--- src/rtl/mem_slot_scheduler_if.sv ---
// Extra-slot client handshake and shared memory bus of the slot scheduler.
// The scheduler takes the slave side; the memory/client fabric takes the master side.
interface mem_slot_scheduler_if #(
  parameter int NUM_EXT = 4,
  parameter int ADDR_W  = 22
);
  logic [NUM_EXT-1:0]        ext_req;
  logic [NUM_EXT-1:0]        ext_we;
  logic [NUM_EXT*ADDR_W-1:0] ext_addr;
  logic [NUM_EXT-1:0]        ext_ack;
  logic [NUM_EXT-1:0]        ext_done;
  logic [NUM_EXT-1:0]        ext_starve;
  logic [ADDR_W-1:0]         memoryAddr;
  logic                      _memoryUDS;
  logic                      _memoryLDS;
  logic                      _ramOE;
  logic                      _ramWE;
  logic                      _romOE;

  modport master (
    output ext_req, ext_we, ext_addr,
    input  ext_ack, ext_done, ext_starve,
    input  memoryAddr, _memoryUDS, _memoryLDS, _ramOE, _ramWE, _romOE
  );

  modport slave (
    input  ext_req, ext_we, ext_addr,
    output ext_ack, ext_done, ext_starve,
    output memoryAddr, _memoryUDS, _memoryLDS, _ramOE, _ramWE, _romOE
  );
endinterface

--- src/rtl/mem_slot_scheduler.sv ---
// Four-phase bus slot rotation (video, cpu, extra, cpu) with an arbitrated extra
// slot shared by NUM_EXT request/ack clients, plus the RAM/ROM address and strobe mux.
module mem_slot_scheduler #(
  parameter int                        NUM_EXT      = 4,
  parameter int                        ADDR_W       = 22,
  parameter logic [NUM_EXT*ADDR_W-1:0] EXT_BASE     = {(NUM_EXT*ADDR_W){1'b0}},
  parameter int                        ARB_MODE     = 0,
  parameter int                        STARVE_LIMIT = 8
) (
  input  logic              clk,
  input  logic              _reset,
  output logic              clk8_en_p,
  output logic              clk8_en_n,
  output logic              clk16_en_p,
  output logic              memoryLatch,
  output logic [1:0]        busCycle,
  output logic              videoBusControl,
  output logic              cpuBusControl,
  input  logic              video_active,
  input  logic [ADDR_W-1:0] videoAddr,
  input  logic [ADDR_W-1:0] cpuAddr,
  input  logic              cpu_sel_ram,
  input  logic              cpu_sel_rom,
  input  logic              _cpuRW,
  input  logic              _cpuUDS,
  input  logic              _cpuLDS,
  mem_slot_scheduler_if.slave bus
);
  localparam int IDX_W = (NUM_EXT > 1) ? $clog2(NUM_EXT) : 1;
  localparam int CNT_W = $clog2(STARVE_LIMIT + 1);
  localparam logic [CNT_W-1:0] CNT_MAX   = CNT_W'(STARVE_LIMIT);
  localparam logic [IDX_W-1:0] LAST_INIT = IDX_W'(NUM_EXT - 1);

  logic [1:0]         busPhase;
  logic               grantValid;
  logic [IDX_W-1:0]   grantIdx;
  logic [IDX_W-1:0]   lastGrant;
  logic [CNT_W-1:0]   starveCnt [NUM_EXT];
  logic [NUM_EXT-1:0] starveFlag;
  logic               arbEdge;
  logic               pickValid;
  logic [IDX_W-1:0]   pickIdx;
  logic [IDX_W-1:0]   cand;
  logic [ADDR_W-1:0]  extAddrArr [NUM_EXT];
  logic [ADDR_W-1:0]  extBaseArr [NUM_EXT];
  logic [NUM_EXT-1:0] extAck;
  logic               extActive;
  logic               extWrite;
  logic               cpuSlot;
  logic               ramOeLow;
  logic               ramWeLow;
  logic               romOeLow;

  for (genvar i = 0; i < NUM_EXT; i++) begin : gUnpack
    assign extAddrArr[i] = bus.ext_addr[i*ADDR_W +: ADDR_W];
    assign extBaseArr[i] = EXT_BASE[i*ADDR_W +: ADDR_W];
  end

  assign arbEdge         = (busPhase == 2'd3) && (busCycle == 2'd1);
  assign clk8_en_p       = (busPhase == 2'd3);
  assign clk8_en_n       = (busPhase == 2'd1);
  assign clk16_en_p      = !busPhase[0];
  assign memoryLatch     = (busPhase == 2'd3);
  assign videoBusControl = (busCycle == 2'd0);
  assign cpuBusControl   = busCycle[0];

  // Winner search: round robin starts just after lastGrant, fixed priority at index 0.
  always_comb begin
    pickValid = 1'b0;
    pickIdx   = '0;
    cand      = '0;
    for (int k = 0; k < NUM_EXT; k++) begin
      if (ARB_MODE == 0) begin
        cand = IDX_W'((int'(lastGrant) + 1 + k) % NUM_EXT);
      end else begin
        cand = IDX_W'(k);
      end
      if (!pickValid && bus.ext_req[cand]) begin
        pickValid = 1'b1;
        pickIdx   = cand;
      end else begin
        pickValid = pickValid;
      end
    end
  end

  // Slot rotation and grant latch on the edge entering the extra slot.
  always_ff @(posedge clk or negedge _reset) begin
    if (!_reset) begin
      busPhase   <= 2'd0;
      busCycle   <= 2'd0;
      grantValid <= 1'b0;
      grantIdx   <= '0;
      lastGrant  <= LAST_INIT;
    end else begin
      busPhase <= busPhase + 2'd1;
      if (busPhase == 2'd3) busCycle <= busCycle + 2'd1;
      if (arbEdge) begin
        grantValid <= pickValid;
        grantIdx   <= pickIdx;
        if (pickValid) lastGrant <= pickIdx;
      end
    end
  end

  // Starve bookkeeping: losers count up (saturating), the winner is cleared.
  always_ff @(posedge clk or negedge _reset) begin
    if (!_reset) begin
      starveFlag <= '0;
      for (int i = 0; i < NUM_EXT; i++) starveCnt[i] <= '0;
    end else if (arbEdge) begin
      for (int i = 0; i < NUM_EXT; i++) begin
        if (pickValid && (pickIdx == IDX_W'(i))) begin
          starveCnt[i]  <= '0;
          starveFlag[i] <= 1'b0;
        end else if (bus.ext_req[i]) begin
          if (starveCnt[i] < CNT_MAX) starveCnt[i] <= starveCnt[i] + CNT_W'(1);
          if (starveCnt[i] >= CNT_MAX - CNT_W'(1)) starveFlag[i] <= 1'b1;
        end
      end
    end
  end

  // Address, strobes and handshake; strobes are forced inactive while in reset.
  always_comb begin
    extActive = (busCycle == 2'd2) && grantValid;
    extWrite  = bus.ext_we[grantIdx];
    cpuSlot   = busCycle[0];
    extAck    = '0;
    if (extActive) begin
      extAck[grantIdx] = 1'b1;
    end else begin
      extAck = '0;
    end
    if (extActive) begin
      bus.memoryAddr = extAddrArr[grantIdx] + extBaseArr[grantIdx];
    end else if (videoBusControl) begin
      bus.memoryAddr = videoAddr;
    end else begin
      bus.memoryAddr = cpuAddr;
    end
    ramOeLow = (videoBusControl && video_active) || (extActive && !extWrite) ||
               (cpuSlot && cpu_sel_ram && _cpuRW);
    ramWeLow = (cpuSlot && cpu_sel_ram && !_cpuRW && (!_cpuUDS || !_cpuLDS)) ||
               (extActive && extWrite);
    romOeLow = cpuSlot && cpu_sel_rom && _cpuRW;
    bus._ramOE = !(_reset && ramOeLow);
    bus._ramWE = !(_reset && ramWeLow);
    bus._romOE = !(_reset && romOeLow);
    if (cpuSlot) begin
      bus._memoryUDS = _cpuUDS;
      bus._memoryLDS = _cpuLDS;
    end else begin
      bus._memoryUDS = 1'b0;
      bus._memoryLDS = 1'b0;
    end
  end

  assign bus.ext_ack    = extAck;
  assign bus.ext_done   = extAck & {NUM_EXT{busPhase == 2'd3}};
  assign bus.ext_starve = starveFlag;
endmodule

--- src/flat_wrapper.sv ---
// flat-port wrapper written by rule: the top's interface ports become plain ports
module mem_slot_scheduler_flat 
#(
  parameter int                        NUM_EXT      = 4,
  parameter int                        ADDR_W       = 22,
  parameter logic [NUM_EXT*ADDR_W-1:0] EXT_BASE     = {(NUM_EXT*ADDR_W){1'b0}},
  parameter int                        ARB_MODE     = 0,
  parameter int                        STARVE_LIMIT = 8
)
  (clk, _reset, clk8_en_p, clk8_en_n, clk16_en_p, memoryLatch, busCycle, videoBusControl, cpuBusControl, video_active, videoAddr, cpuAddr, cpu_sel_ram, cpu_sel_rom, _cpuRW, _cpuUDS, _cpuLDS, bus_ext_req, bus_ext_we, bus_ext_addr, bus_ext_ack, bus_ext_done, bus_ext_starve, bus_memoryAddr, bus__memoryUDS, bus__memoryLDS, bus__ramOE, bus__ramWE, bus__romOE);
  mem_slot_scheduler_if #(.NUM_EXT(NUM_EXT), .ADDR_W(ADDR_W)) bus_i ();
  input  logic clk;
  input  logic _reset;
  output logic clk8_en_p;
  output logic clk8_en_n;
  output logic clk16_en_p;
  output logic memoryLatch;
  output logic [1:0] busCycle;
  output logic videoBusControl;
  output logic cpuBusControl;
  input  logic video_active;
  input  logic [ADDR_W-1:0] videoAddr;
  input  logic [ADDR_W-1:0] cpuAddr;
  input  logic cpu_sel_ram;
  input  logic cpu_sel_rom;
  input  logic _cpuRW;
  input  logic _cpuUDS;
  input  logic _cpuLDS;
  input wire logic [$bits(bus_i.ext_req)-1:0] bus_ext_req;
  input wire logic [$bits(bus_i.ext_we)-1:0] bus_ext_we;
  input wire logic [$bits(bus_i.ext_addr)-1:0] bus_ext_addr;
  output wire logic [$bits(bus_i.ext_ack)-1:0] bus_ext_ack;
  output wire logic [$bits(bus_i.ext_done)-1:0] bus_ext_done;
  output wire logic [$bits(bus_i.ext_starve)-1:0] bus_ext_starve;
  output wire logic [$bits(bus_i.memoryAddr)-1:0] bus_memoryAddr;
  output wire logic [$bits(bus_i._memoryUDS)-1:0] bus__memoryUDS;
  output wire logic [$bits(bus_i._memoryLDS)-1:0] bus__memoryLDS;
  output wire logic [$bits(bus_i._ramOE)-1:0] bus__ramOE;
  output wire logic [$bits(bus_i._ramWE)-1:0] bus__ramWE;
  output wire logic [$bits(bus_i._romOE)-1:0] bus__romOE;
  assign bus_i.ext_req = bus_ext_req;
  assign bus_i.ext_we = bus_ext_we;
  assign bus_i.ext_addr = bus_ext_addr;
  assign bus_ext_ack = bus_i.ext_ack;
  assign bus_ext_done = bus_i.ext_done;
  assign bus_ext_starve = bus_i.ext_starve;
  assign bus_memoryAddr = bus_i.memoryAddr;
  assign bus__memoryUDS = bus_i._memoryUDS;
  assign bus__memoryLDS = bus_i._memoryLDS;
  assign bus__ramOE = bus_i._ramOE;
  assign bus__ramWE = bus_i._ramWE;
  assign bus__romOE = bus_i._romOE;
  mem_slot_scheduler #(.NUM_EXT(NUM_EXT), .ADDR_W(ADDR_W), .EXT_BASE(EXT_BASE), .ARB_MODE(ARB_MODE), .STARVE_LIMIT(STARVE_LIMIT)) u_core (.clk(clk), ._reset(_reset), .clk8_en_p(clk8_en_p), .clk8_en_n(clk8_en_n), .clk16_en_p(clk16_en_p), .memoryLatch(memoryLatch), .busCycle(busCycle), .videoBusControl(videoBusControl), .cpuBusControl(cpuBusControl), .video_active(video_active), .videoAddr(videoAddr), .cpuAddr(cpuAddr), .cpu_sel_ram(cpu_sel_ram), .cpu_sel_rom(cpu_sel_rom), ._cpuRW(_cpuRW), ._cpuUDS(_cpuUDS), ._cpuLDS(_cpuLDS), .bus(bus_i));
endmodule
--- config.mk ---
export PLATFORM = sky130hd
export DESIGN_NAME = mem_slot_scheduler_flat
export DESIGN_NICKNAME = d
export VERILOG_FILES = /design/src/rtl/mem_slot_scheduler_if.sv /design/src/rtl/mem_slot_scheduler.sv /design/src/flat_wrapper.sv
export SDC_FILE = /design/constraint.sdc
export NUM_CORES = 1
export LEC_CHECK = 0
export ABC_AREA = 1
export BUFFER_PORTS_ARGS = -buffer_cell sky130_fd_sc_hd__buf_4
export CAP_MARGIN = 30
export CORE_MARGIN = 3
export CORE_UTILIZATION = 36
export CTS_CLUSTER_DIAMETER = 60
export DETAILED_ROUTE_END_ITERATION = 12
export GPL_ROUTABILITY_DRIVEN = 0
export PLACE_DENSITY = 0.72
export SYNTH_ARGS = -nofsm -noshare
export SYNTH_HDL_FRONTEND = slang
export SYNTH_SLANG_ARGS = --single-unit
--- constraint.sdc ---
create_clock -name clk -period 2.2 [get_ports clk]
set_input_delay 0.22 -clock clk [delete_from_list [all_inputs] [get_ports clk]]
set_output_delay 0.22 -clock clk [all_outputs]
set_load 0.02 [all_outputs]
==> qor.csv, run 1 <==
stage,metric,value,unit
yosys,async_reset_ff_frac,1.00,
clock_network,clkSinkCount,29,
timing,max_freq,484,MHz
timing,setup_ws,0.135,ns
setup_path,r2r_start,u_core.lastGrant[0],
worst_hold_path,hp-class,input port to async pin,
timing,drv_slew,0,
routing,post_drt_via_cell_ratio,5.16,
yosys,netlist_instances,467,
setup_path,cp_max_fo,13,
timing,worstMarginPinSlew,0.516,ns
timing,final_period_minus_worst_setup_slack,2.06,ns
clock_network,clk_path_buf_depth,2,
yosys,ys.flop_type,dfrtp_1,
power_and_ir_drop,power.density,838,nW/um^2
clock_network,cts_tree,done,
yosys,syn-cell-area,2980,sq um
flow_run,maxCapViolCount,0,
routing,antenna_left,0,
routing,wl,11900,um
timing,hold_ws,0.397,ns
power_and_ir_drop,peakVddDrop,0.535,mV
setup_path,endpoint_kind,output port,
run_status,outcome,"finished, final reports clean",
cells_and_area,final_cell_mix,"208 x buf_4, 189 x nand2_1, 34 x inv_1, 34 x nand3_1, 26 x dfrtp_1",
cells_and_area,diodes,0,
cells_and_area,layout_commonest_cell,buf_4,
routing,drt-met1-wl,4780,um
yosys,yosysWarnings,0,
routing,route.vias.total,3971,
routing,met3_length,642,um
timing,slew_headroom,0.653,
yosys,syn-num-nets,624,
timing,fin_skew,0.00654,ns
cells_and_area,layout.cells.non_filler,769,
timing,finalSetupViolCount,0,
routing,firstDrtPassIters,5,
setup_path,arrival,1.84,ns
yosys,synth_edf_count,0,
yosys,synth.distinct_cells,36,
floorplanning,die_width,97.0,um
routing,met2_wirelength,6150,um
yosys,yosysSeqAreaShare,0.244,
global_routing,overflow,0,
clock_network,root_buffer,clkbuf_8,
timing,fin_setup_tns,0,ns
routing,post_drt_wl_per_cell,15.5,um
setup_path,start_kind,register,
placement,place_ws,0.0797,ns
clock_network,clock_latency,0.28,ns
timing,min_period_over_period,0.939,
placement,port_buffers,194,
global_routing,grt_pass1_vias,3879,
floorplanning,ios,195,
global_routing,grt_max_degree,33,
placement,dpl.hpwl,9710,um
floorplanning,coreArea,7890,sq um
global_routing,grt.total_usage,0.239,
timing,final_hold_viol_count,0,
clock_network,cts_buffers,5,
yosys,synth.avg_cell_area,6.38,sq um
setup_path,cp-startpoint,u_core.busCycle[0],
global_routing,grt_pass1_wl,18700,um
yosys,synth-seq-cells,29,
cells_and_area,drive_above_1_share,0.432,
routing,top_layer,met4,
routing,first_iter_violations,172,
floorplanning,fp.dieH,97.0,um
floorplanning,dieArea,9400,sq um
power_and_ir_drop,p_leak,2.58,nW
global_routing,antenna_found_initial,0,
clock_network,clkSlewWorstSetupHoldPaths,0.06,ns
power_and_ir_drop,power,4.11,mW
setup_path,cp.required,1.98,ns
floorplanning,initial_core_util,0.378,
setup_path,setup.worst_path.class,register to output port,
placement,dp_cells,755,
clock_network,htree_levels,2,
routing,drc,0,
cells_and_area,syn_to_final_growth,64.6,%
cells_and_area,nets,823,
floorplanning,rows,32,
[what timing repair did]
item / CTS / global route
pin swaps: 0 / 2
hold endpoints to repair: 27 / 0
setup endpoints to repair: 3 / 33
cloned: 0 / 0
buffers inserted: 0 / 5
hold buffers: 1 / 0
gates resized for setup: 2 / 22
[Yosys cell counts, types with 5 or more instances]
| cell type | instances | share of area |
|---|---|---|
| nor3_1 | 5 | 0.0084 |
| o21ai_0 | 8 | 0.013 |
| inv_1 | 34 | 0.043 |
| nand4_1 | 11 | 0.023 |
| nand3_1 | 34 | 0.057 |
| nor2_1 | 17 | 0.021 |
| ha_1 | 9 | 0.038 |
| a21oi_1 | 8 | 0.013 |
| a211oi_1 | 18 | 0.045 |
| clkbuf_1 | 17 | 0.021 |
| a31oi_1 | 23 | 0.048 |
| nand2_1 | 193 | 0.24 |
| a22oi_1 | 8 | 0.020 |
| nand2_4 | 7 | 0.026 |
| dfrtp_1 | 27 | 0.23 |
| nand2_2 | 10 | 0.021 |
[final timing paths]
| check | slack [ns] | endpoint | cells past startpoint |
|---|---|---|---|
| max in group asynchronous | 1.47 | u_core.lastGrant[1] | 2 |
| setup / recovery | 0.14 | bus_memoryAddr[17] | 7 |
| setup reg to reg | 0.14 | u_core.starveCnt[10] | 15 |
| min in group clk | 0.40 | u_core.bus.ext_starve[3] | 5 |
| hold / removal | 0.40 | u_core.starveCnt[3] | 2 |
| hold reg to reg | 0.48 | u_core.bus.ext_starve[0] | 2 |
[flip-flops by register name (all words and copies together) (netlist names)]
name,cells
u_core.bus.ext_starve,4
u_core.busCycle,2
u_core.starveCnt,16
u_core.grantIdx,2
u_core.lastGrant,2
u_core.grantValid,1
u_core.busPhase,2
[critical path, stage by stage, from the launching register on]
cell and delay (ns):
dfrtp_2 0.44, inv_1 0.09, ha_1 0.19, nand2_4 0.12, buf_4 0.23, a211oi_1 0.28, a31oi_2 0.05, buf_4 0.17
[cell families after synthesis]
logic type	Yosys count	synth area share
buffers and inverters	63	0.0911
and+or+nand+nor	289	0.455
DFF	29	0.244
AOI/OAI and AO/OA	74	0.163
xor gates and xnor gates	3	0.00882
adders and majority gates	9	0.0378
[per-layer routing]
layer	global-route usage	vias to the layer above
met2	0.436	146
met4	0.0724	0
met5	0	-
met1	0.282	1851
li1	-	1945
met3	0.0447	29
[area by class of cell]
| class | instances | area (sq um) |
|---|---|---|
| clock buffer | 6 | 72.6 |
| clock inverter | 2 | 10.0 |
| fill | 735 | 2980 |
| inverter | 41 | 164 |
| multi-input combinational | 375 | 2170 |
| sequential | 29 | 729 |
| tap | 102 | 128 |
| timing repair buffer | 214 | 1630 |
[through the flow]
| step | cell area [sq um] | utilization |
|---|---|---|
| final | 4900 | 0.622 |
| after global routing | 4900 | 0.622 |
| after CTS | 4770 | 0.605 |
| after detailed placement | 4670 | 0.592 |
| after global placement | 4670 | 0.592 |
| after floorplan | 3090 | - |
[power by group]
group	internal, mW	switching (mW)	leakage (nW)
sequential	0.690	0.143	0.359
combinational	1.07	1.79	2.17
clock	0.218	0.195	0.0450
total	1.98	2.13	2.58
(Power assumes the default switching activity.)
==> run 2: changes to the inputs <==
==> constraint.sdc (replaced) <==
create_clock -name clk -period 2.2 [get_ports clk]
set_input_delay 0.11 -clock clk [delete_from_list [all_inputs] [get_ports clk]]
set_output_delay 0.11 -clock clk [all_outputs]
set_load 0.02 [all_outputs]
==> run 2 against run 1 <==
Sequential power up 0.7%. Clock-buffer cell count is 1 higher. Clock power is 16% higher. Core utilization down 2.3 points. Combinational power is 3% lower. Wire length is 3.4% lower. Final cell count decreased by 0.13%. Worst hold slack got worse by 0.14 ns. First-iteration DRC count rose by 31%. Critical path type is now register to register. Largest cell class unchanged.
==> qor.csv, run 2 (synthesis results as in run 1) <==
stage,metric,value,unit,change
cells_and_area,layout_commonest_cell,buf_4,,
power_and_ir_drop,seqPwrFrac,0.205,,+0.002
setup_path,start_kind,register,,
setup_path,cp_max_fo,8,,-5
power_and_ir_drop,p_switching,2.04,mW,-4.1%
cells_and_area,nets,822,,-0.12%
setup_path,r2r-end,u_core.starveCnt[14],,
routing,post_drt_via_cell_ratio,5.11,,-1.1%
cells_and_area,largest_reg_flops,16,,unchanged
routing,first_iter_violations,225,,+31%
floorplanning,fp.dieH,97.0,um,unchanged
floorplanning,die_width,97.0,um,unchanged
timing,fin_skew,0.00977,ns,+0.00323 ns
setup_path,r2r_cells,15,,unchanged
setup_path,setup.worst_path.class,register to register,,
routing,route.vias.total,3923,,-1.2%
power_and_ir_drop,p_leak,2.55,nW,-0.99%
global_routing,antenna_found_initial,0,,unchanged
setup_path,cp.required,2.37,ns,+0.39 ns
floorplanning,rows,32,,unchanged
cells_and_area,final_cell_mix,"210 x buf_4, 192 x nand2_1, 34 x nand3_1",,
power_and_ir_drop,p_int,2.05,mW,+3.5%
timing,final_period_minus_worst_setup_slack,2.07,ns,+0.00739 ns
global_routing,grt.total_usage,0.234,,-0.00499
cells_and_area,regMostFlops,u_core.starveCnt,,
power_and_ir_drop,power.density,866,nW/um^2,+3.3%
flow_run,maxCapViolCount,0,,unchanged
global_routing,grt_pass1_vias,3769,,-2.8%
clock_network,root_buffer,clkbuf_8,,
timing,worstMarginPinSlew,0.553,ns,+0.0365 ns
routing,firstDrtPassIters,4,,-1
timing,finalSetupViolCount,0,,unchanged
placement,port_buffers,194,,unchanged
routing,antenna_left,0,,unchanged
setup_path,r2r_start,u_core.lastGrant[1],,
setup_path,arrival,2.24,ns,+0.40 ns
clock_network,clkSinkCount,29,,unchanged
global_routing,grt_pass1_wl,18500,um,-1.4%
worst_hold_path,hp-class,input port to register,,
global_routing,overflow,0,,unchanged
timing,max_freq,483,MHz,-0.36%
power_and_ir_drop,clkPwrFrac,0.118,,+0.017
setup_path,ff2ff_setup_slack,0.13,ns,about the same
timing,drv_slew,0,,unchanged
timing,final_hold_viol_count,0,,unchanged
clock_network,clk_path_buf_depth,2,,unchanged
routing,post_drt_wl_per_cell,15.0,um,-3.3%
cells_and_area,drive_above_1_share,0.383,,-0.0489
global_routing,grt_max_degree,37,,+12%
clock_network,clock_latency,0.28,ns,about the same
power_and_ir_drop,peakVddDrop,0.743,mV,+39%
worst_hold_path,min_from,bus_ext_req[3],,
worst_hold_path,hold_end,u_core.bus.ext_starve[3],,
clock_network,cts_tree,done,,
timing,hold_ws,0.257,ns,-0.140 ns
floorplanning,coreArea,7890,sq um,unchanged
clock_network,htree_levels,2,,unchanged
placement,place_ws,0.0695,ns,-0.0102 ns
floorplanning,ios,195,,unchanged
clock_network,clkSlewWorstSetupHoldPaths,0.07,ns,about the same
routing,drc,0,,unchanged
run_status,outcome,"finished, final reports clean",,
timing,min_period_over_period,0.942,,+0.00336
floorplanning,dieArea,9400,sq um,unchanged
cells_and_area,syn_to_final_growth,58.6,%,
routing,wl,11500,um,-3.4%
power_and_ir_drop,switching_share,0.499,,-0.0192
power_and_ir_drop,power,4.09,mW,-0.43%
clock_network,cts_buffers,5,,unchanged
timing,fin_setup_tns,0,ns,unchanged
worst_hold_path,hold_path_depth,5,,
cells_and_area,post-route-util,0.599,,-0.0227
placement,dpl.hpwl,9260,um,-4.6%
setup_path,cp-startpoint,u_core.lastGrant[1],,
floorplanning,initial_core_util,0.378,,unchanged
timing,slew_headroom,0.629,,-0.0245
setup_path,endpoint_kind,register,,
cells_and_area,diodes,0,,unchanged
power_and_ir_drop,combPwrFrac,0.677,,-0.020
timing,setup_ws,0.128,ns,-0.00739 ns
==> run 2: cell types whose count changed in the layout (fill, tap and decap cells not counted), moves of 3 or more <==
cell,before,now
a211oi_1,9,18
a211oi_2,8,0
a31oi_1,5,23
a31oi_2,18,0
buf_6,3,0
nand2_1,189,192
==> run 2: layer usage <==
metal	wire length, um	share of wire	GRT usage
met1	4560	0.40	0.290
met2	5800	0.50	0.416
met3	833	0.072	0.0397
met4	294	0.026	0.0659
met5	0	0	0
==> run 2: layout make-up <==
class,count,area (sq um)
fill,715,3160
multi-input combinational,375,1990
timing repair buffer,213,1620
sequential,29,728
inverter,41,163
tap,102,128
clock buffer,7,96.3
clock inverter,1,5.00
==> run 2: how the worst max path moves through the flow <==
| stage | to |
|---|---|
| floorplan | bus_memoryAddr[11] |
| finish | u_core.starveCnt[14] |
| global placement | u_core.starveCnt[0] |
| CTS | u_core.starveCnt[0] |
| global route | u_core.starveCnt[9] |
| detailed placement | u_core.starveCnt[0] |
==> run 2: power by group through the flow <==
stage,Combinational [mW],Sequential [mW],Clock (mW)
5_1_grt,3.05,0.858,0.524
4_1_cts,2.65,0.848,0.498
6_report,2.77,0.839,0.481
2_1_floorplan,1.96,0.822,0
3_5_place_dp,2.64,0.857,0
3_3_place_gp,2.60,0.851,0
==> run 2: timing repair <==
action,4_1_cts,5_1_grt
resized for setup,0,3
buffers inserted,0,6
hold buffers,1,0
setup endpoints to repair,0,19
endpoints found under the hold margin,27,0
==> run 2: through the flow <==
step / std cells / area, sq um
after global routing: 768 / 4730
after detailed placement: 753 / 4550
after CTS: 762 / 4660
final: 768 / 4730
after floorplan: 467 / 2980
after global placement: 753 / 4550
==> run 2: worst max-delay path, cell delays in order (launching register included) <==
cell and delay, ns:
dfstp_2 0.62, inv_2 0.10, nand2_1 0.07, nand2_1 0.13, nand2_2 0.13, nand2_4 0.08
nand2_1 0.06, nand2_1 0.06, nand2_2 0.07, nand2_4 0.07, nor2_8 0.16, nand3_4 0.12
nand2_1 0.08, nand2_1 0.08, nand2_1 0.08, nand2_1 0.05
